===== src/rtl/sdram_port_arbiter.sv =====
// Three-port burst arbiter (p3 > p2 > p1) feeding 4-word bursts to the SDRAM controller.
// Define SDRAM_ARB_ROUND_ROBIN_EN to alternate p1/p2 fairly while p3 keeps top priority.
module sdram_port_arbiter #(
  parameter int                ADDR_W  = 24,
  parameter logic [ADDR_W-1:0] P3_BASE = 24'hFE0000
) (
  input  logic              clk,
  input  logic              rst,
  input  logic              p1_req,
  input  logic [31:0]       p1_address,
  output logic              p1_ready,
  output logic [1:0]        p1_offset,
  input  logic              p2_req,
  input  logic              p2_wren,
  input  logic [31:0]       p2_address,
  input  logic [15:0]       p2_to_mem,
  output logic              p2_ready,
  output logic [1:0]        p2_offset,
  input  logic              p3_req,
  input  logic              p3_wren,
  input  logic [16:0]       p3_address,
  input  logic [15:0]       p3_to_mem,
  output logic              p3_ready,
  output logic [1:0]        p3_offset,
  output logic [15:0]       from_mem,
  output logic              ctrl_req,
  output logic              ctrl_wren,
  output logic [ADDR_W-1:0] ctrl_address,
  output logic [15:0]       ctrl_wdata,
  input  logic              ctrl_ack,
  input  logic              ctrl_rd_valid,
  input  logic              ctrl_wr_next,
  input  logic [15:0]       ctrl_rdata
);

  typedef enum logic [1:0] {S_IDLE, S_ISSUE, S_XFER, S_DONE} state_t;
  typedef enum logic [1:0] {G_NONE, G_P1, G_P2, G_P3} grant_t;

  state_t              state_q, state_d;
  grant_t              grant_q, grant_sel;
  logic                wren_q, sel_wren;
  logic [ADDR_W-1:0]   addr_q, sel_addr;
  logic [1:0]          word_cnt_q;
  logic                strobe;
  logic [ADDR_W-1:0]   burst_mask;

  assign burst_mask = {{(ADDR_W-2){1'b1}}, 2'b00};

`ifdef SDRAM_ARB_ROUND_ROBIN_EN
  // Set when p2 won the most recent p1/p2 decision; cleared state favours p2 next.
  logic last_p2_q;

  always_ff @(posedge clk or posedge rst) begin
    if (rst)
      last_p2_q <= 1'b0;
    else if (state_q == S_IDLE && grant_sel == G_P2)
      last_p2_q <= 1'b1;
    else if (state_q == S_IDLE && grant_sel == G_P1)
      last_p2_q <= 1'b0;
  end
`endif

  always_comb begin
    grant_sel = G_NONE;
    if (p3_req)
      grant_sel = G_P3;
`ifdef SDRAM_ARB_ROUND_ROBIN_EN
    else if (p1_req && p2_req)
      grant_sel = last_p2_q ? G_P1 : G_P2;
`endif
    else if (p2_req)
      grant_sel = G_P2;
    else if (p1_req)
      grant_sel = G_P1;
  end

  // p3 lives in a window above P3_BASE and wraps at the top of the address space.
  always_comb begin
    sel_addr = '0;
    sel_wren = 1'b0;
    case (grant_sel)
      G_P1: sel_addr = {p1_address[ADDR_W-1:2], 2'b00};
      G_P2: begin
        sel_addr = {p2_address[ADDR_W-1:2], 2'b00};
        sel_wren = p2_wren;
      end
      G_P3: begin
        sel_addr = (P3_BASE + {{(ADDR_W-17){1'b0}}, p3_address}) & burst_mask;
        sel_wren = p3_wren;
      end
      default: ;
    endcase
  end

  assign strobe = (state_q == S_XFER) && (wren_q ? ctrl_wr_next : ctrl_rd_valid);

  always_comb begin
    state_d = state_q;
    case (state_q)
      S_IDLE:  if (grant_sel != G_NONE) state_d = S_ISSUE;
      S_ISSUE: if (ctrl_ack) state_d = S_XFER;
      S_XFER:  if (strobe && word_cnt_q == 2'd3) state_d = S_DONE;
      S_DONE:  state_d = S_IDLE;
      default: state_d = S_IDLE;
    endcase
  end

  always_ff @(posedge clk or posedge rst) begin
    if (rst) begin
      state_q    <= S_IDLE;
      grant_q    <= G_NONE;
      wren_q     <= 1'b0;
      addr_q     <= '0;
      word_cnt_q <= 2'd0;
    end else begin
      state_q <= state_d;
      if (state_q == S_IDLE && grant_sel != G_NONE) begin
        grant_q    <= grant_sel;
        addr_q     <= sel_addr;
        wren_q     <= sel_wren;
        word_cnt_q <= 2'd0;
      end else if (strobe) begin
        word_cnt_q <= word_cnt_q + 2'd1;
      end else if (state_q == S_DONE) begin
        grant_q <= G_NONE;
        wren_q  <= 1'b0;
      end
    end
  end

  assign ctrl_req     = (state_q == S_ISSUE);
  assign ctrl_wren    = wren_q;
  assign ctrl_address = addr_q;
  assign from_mem     = ctrl_rdata;

  always_comb begin
    ctrl_wdata = 16'h0000;
    case (grant_q)
      G_P2:    ctrl_wdata = p2_to_mem;
      G_P3:    ctrl_wdata = p3_to_mem;
      default: ;
    endcase
  end

  assign p1_ready  = strobe && (grant_q == G_P1);
  assign p2_ready  = strobe && (grant_q == G_P2);
  assign p3_ready  = strobe && (grant_q == G_P3);
  assign p1_offset = (grant_q == G_P1) ? word_cnt_q : 2'd0;
  assign p2_offset = (grant_q == G_P2) ? word_cnt_q : 2'd0;
  assign p3_offset = (grant_q == G_P3) ? word_cnt_q : 2'd0;

  logic unused_addr_bits;
  assign unused_addr_bits = ^{p1_address[31:ADDR_W], p1_address[1:0],
                              p2_address[31:ADDR_W], p2_address[1:0]};

endmodule


===== config.mk =====
export PLATFORM = sky130hd
export DESIGN_NAME = sdram_port_arbiter
export DESIGN_NICKNAME = d
export VERILOG_FILES = /design/src/rtl/sdram_port_arbiter.sv
export SDC_FILE = /design/constraint.sdc
export NUM_CORES = 1
export LEC_CHECK = 0
export ABC_AREA = 1
export BUFFER_PORTS_ARGS = -buffer_cell sky130_fd_sc_hd__buf_2
export CORE_AREA = 2 2 80 82
export DETAILED_ROUTE_END_ITERATION = 8
export DIE_AREA = 0 0 82 84
export HOLD_SLACK_MARGIN = 0.05
export PLACE_DENSITY = 0.85
export SYNTH_ARGS = -nofsm -noshare
export SYNTH_HDL_FRONTEND = slang
export SYNTH_SLANG_ARGS = --single-unit

===== constraint.sdc =====
create_clock -name clk -period 1.55 [get_ports clk]
set_input_delay 0.31 -clock clk [delete_from_list [all_inputs] [get_ports clk]]
set_output_delay 0.31 -clock clk [all_outputs]
set_load 0.02 [all_outputs]

After elaboration in Yosys (flattened, before gate mapping)
Cells that the tools add are included.
{ "word_totals": {"regBits": 31, "word_cells": 55, "output_inout_bits": 67, "inputBits": 139} }
{ "classes": {"mux": 22, "n_eq_ne": 14, "n_addsub": 2, "reduce_logical": 12} }
{ "ops": {"columns": ["op", "count"], "rows": [
  ["$pmux 24 s3", 1],
  ["$pmux 16 s2", 1],
  ["$mux 2", 13],
  ["$add 18x18->19 const A", 1],
  ["$eq 2x2->1 const B", 7],
  ["$pmux 2 s4", 1],
  ["$eq 2x1->1 const B", 3],
  ["$logic_and 1x1->1", 6],
  ["$ne 2x1->1 const B", 3],
  ["$reduce_bool 2->1", 3],
  ["$mux 1", 5],
  ["$reduce_and 3->1", 1],
  ["$add 2x1->2 const B", 1],
  ["$logic_not 2->1", 1],
  ["$ne 2x2->1 const B", 1],
  ["$pmux 1 s2", 1],
  ["$reduce_and 2->1", 1]
]} }

Depth between registers and ports, before layout
{ "logic_depth": {"depth_word": 7, "depth_mapped": 9, "depth_no_buf": 8} }

Worst setup path after synthesis
OpenSTA, ideal clock, no wires.
{ "synth_timing": {"kind": "reg-to-output", "from": "reg grant_q[1]", "to": "out ctrl_wdata[0]", "required_time_ns": 1.240, "slack_ns": -0.057, "path_buffers": 2, "stages_incl_launch_ff": 6, "t_arrival_ns": 1.297, "path_cell_list": "dfrtp_1 buf_6 inv_1 or2_1 buf_6 o21ai_0"} }
{ "synth_between": {"elab_chain_cells": 2, "elab_cells_between_ends": 3, "cone_classes": "eq/ne (2); mux (1)"} }
{ "synth_rtl": {"columns": ["item", "line", "rtl"], "rows": [
  ["from (decl)", "40", "grant_t grant_q, grant_sel;"],
  ["from (signal assigned)", "118", "grant_q <= grant_sel;"],
  ["$eq 2x2->1", "138", "case (grant_q)"],
  ["$pmux 16 s2 (*)", "138", null],
  ["to (decl)", "29", "output logic [15:0] ctrl_wdata,"]
]} }
Mark *: on every way between the ends. The rest lies on a longest branch, timed or not.

Final worst setup path
{ "layout_timing": {"from": "reg grant_q[1]", "to": "out ctrl_wdata[3]"} }
The elaborated chain is that of the path after synthesis.

==> impl_metrics.yaml <==
run_status:
  status: "complete, but fails checks"
  violations: "negative setup slack"
floorplanning:
  dieHeight_um: 84
  io_pins: 206
  initial_core_util: 0.365
  num_rows: 29
  coreArea_sq_um: 6100
  die-area_sq_um: 6890
  dieWidth_um: 82
cells_and_area:
  fillers: 562
  syn_to_final_growth_pct: 50.5
  drive_above_1_share: 0.460
  layout.nets: 609
  postLayoutCellArea_sq_um: 3350
global_route:
  grt_use_total: 0.204
  grt_overflow: 0
  grt_pass1_vias: 2525
  grt_antenna_before_repair: 1
  grt_max_degree: 30
  grt_pass1_wl_mm: 10.8
synth:
  synth_area_leaders: "dfrtp_1, nand2_1, nand3_1"
  yosysTopAreaCellShare: 0.326
  synth_edf_count: 0
  synth_cell_type_count: 25
  yosysMostFrequentCell: "nand2_1"
  synth_area_per_cell_sq_um: 6.91
  ys_warn_count: 0
  ys_seq_area_frac: 0.326
  syn_area_sq_um: 2220
  async_reset_ff_frac: 1.00
  synthFlopType: "dfrtp_1"
  synth_seq_cells: 29
  syn_inst: 322
  yosysTopAreaCell: "dfrtp_1"
  ys_top_cells_by_count: "nand2_1, nand3_1, dfrtp_1"
worst_setup_path:
  path_max_fanout: 7
  required_ps: 1240
  worstSetupPathType: "flop to primary output"
  cp-end-kind: "primary output"
  reg2reg_from: "state_q[0]$_DFFE_PP0P_"
  r2r_setup_slack_ps: 80
  start_kind: "flop"
  reg2reg_depth: 9
  arrival_ps: 1360
  regToRegEndpoint: "word_cnt_q[1]$_DFFE_PP0P_"
detailed_routing:
  wl_per_cell_um: 13.8
  via_per_inst: 4.92
  drc: 0
  first_pass_iters: 4
  ant_nets: 0
  drt_iter0_drc: 127
  drt-total-wl_mm: 7.48
  vias: 2674
power_and_ir_drop:
  switching_share: 0.466
  power_frac_seq: 0.225
  p_total_uw: 5770
  intPower_uw: 3080
  power.switching_uw: 2690
  p_leak_uw: 0.00185
  power.density_nw_per_um2: 1720
  ir_worst_vdd_mv: 1.01
  p_clk_frac: 0.103
  combPwrFrac: 0.672
worst_hold_path:
  hp-class: "input pin to async pin"
timing:
  totalNegativeSetupSlack_ps: -1890
  finalWorstSetupSlack_ps: -118
  skew_ps: 3.86
  grt_setup_unrepaired: "yes"
  fin_hold_ws_ps: 97.6
  fin_crit_sh: 1.08
  hold_viol: 0
  max_freq_ghz: 0.599
  period_minus_slack_ps: 1670
  setup_viol: 22
  drv_slew: 0
placed_design:
  placed_area_sq_um: 2920
  hpwl_mm: 5.53
  pre_cts_slack_ps: -5.40
  portBuffers: 149
  place.gp.congestion: 0.800
clocking:
  h-tree-depth: 2
  cts_buffer_depth: 2
  numClockSinks: 29
  cts_hold_buf: 0
  cts_buffers: 5
  clk-insertion-delay-late_ps: 280
  cts_tree: "done"
  cts.clk_slew.worst_paths_ps: 60
  cts_root_buffer: "clkbuf_8"
run:
  maxCapViolations: 0
sequential cells by signal (all words and copies together), names as in the netlist:
signal        cells
ctrl_wren         1
state_q           2
grant_q           2
ctrl_address     22
word_cnt_q        2
per-layer routing:
metal	part of all wire	vias up	GRT usage
met1	0.38	1223	0.208
met4	0.011	0	0.0561
li1	-	1300	-
met2	0.53	134	0.395
met3	0.078	17	0.0498
met5	0	-	0
cell families after synthesis:
| family | Yosys count | synth area share |
|---|---|---|
| AND/OR/NAND/NOR | 185 | 0.363 |
| buffers and inverters | 67 | 0.173 |
| AO/OA/AOI/OAI | 34 | 0.102 |
| flip-flops | 29 | 0.326 |
| adder cells (fa/ha/maj) | 6 | 0.0337 |
| other | 1 | 0.00169 |
repair_timing:
item                                    4_1_cts  5_1_grt
pin swaps                                     2        1
buffers inserted                              5        5
gates resized for setup                      43       38
endpoints found under the setup margin       24       51
critical path, stage by stage (launching register included):
cell and delay (ps):
dfrtp_1 360, inv_2 50, or2_4 270, buf_6 150
o21ai_2 130, buf_6 130
layout by cell type, fill, tap and decap left out, drive strengths merged:
master  count
buf       172
nand2     113
nand3      42
dfrtp      29
inv        29
o21ai      18
nand4      16
nor2       12
a21oi       8
clkbuf      8
o21a        7
ha          6
conb        2
or2         2
diode       1
a21boi      1
worst max-delay path by stage:
stage                                 from              to  slack, ps  cells past startpoint
floorplan           grant_q[1]$_DFFE_PP0P_   ctrl_wdata[0]        -60                      5
global placement    grant_q[0]$_DFFE_PP0P_   ctrl_wdata[5]         80                      4
detailed placement  grant_q[1]$_DFFE_PP0P_   ctrl_wdata[4]         -5                      5
CTS                 grant_q[1]$_DFFE_PP0P_   ctrl_wdata[8]       -130                      5
global route        grant_q[1]$_DFFE_PP0P_  ctrl_wdata[13]       -170                      5
finish              grant_q[1]$_DFFE_PP0P_   ctrl_wdata[3]       -120                      5
through the flow:
step / util / std cells
finish: 0.549 / 543
detailed placement: 0.480 / 526
global placement: 0.480 / 526
CTS: 0.518 / 538
floorplan: - / 323
global route: 0.549 / 542
power groups by stage:
stage          registers, uW  logic [uW]  clock network, uW
2_1_floorplan           1600        1800                  0
3_3_place_gp            1280        2960                  0
3_5_place_dp            1290        3030                  0
4_1_cts                 1290        3420                616
5_1_grt                 1340        4180                659
6_report                1300        3880                592
area by class of cell:
type | instances | area, sq um | area share
flip-flops and latches | 29 | 727 | 0.217
multi-input cells | 227 | 1250 | 0.373
well taps | 77 | 96.3 | 0.0288
inverters | 29 | 116 | 0.0348
clock buffers | 8 | 80.1 | 0.0239
repair buffers | 172 | 1080 | 0.321
diodes | 1 | 2.50 | 0.000747
No activity file was read; power rests on OpenSTA's default activity.
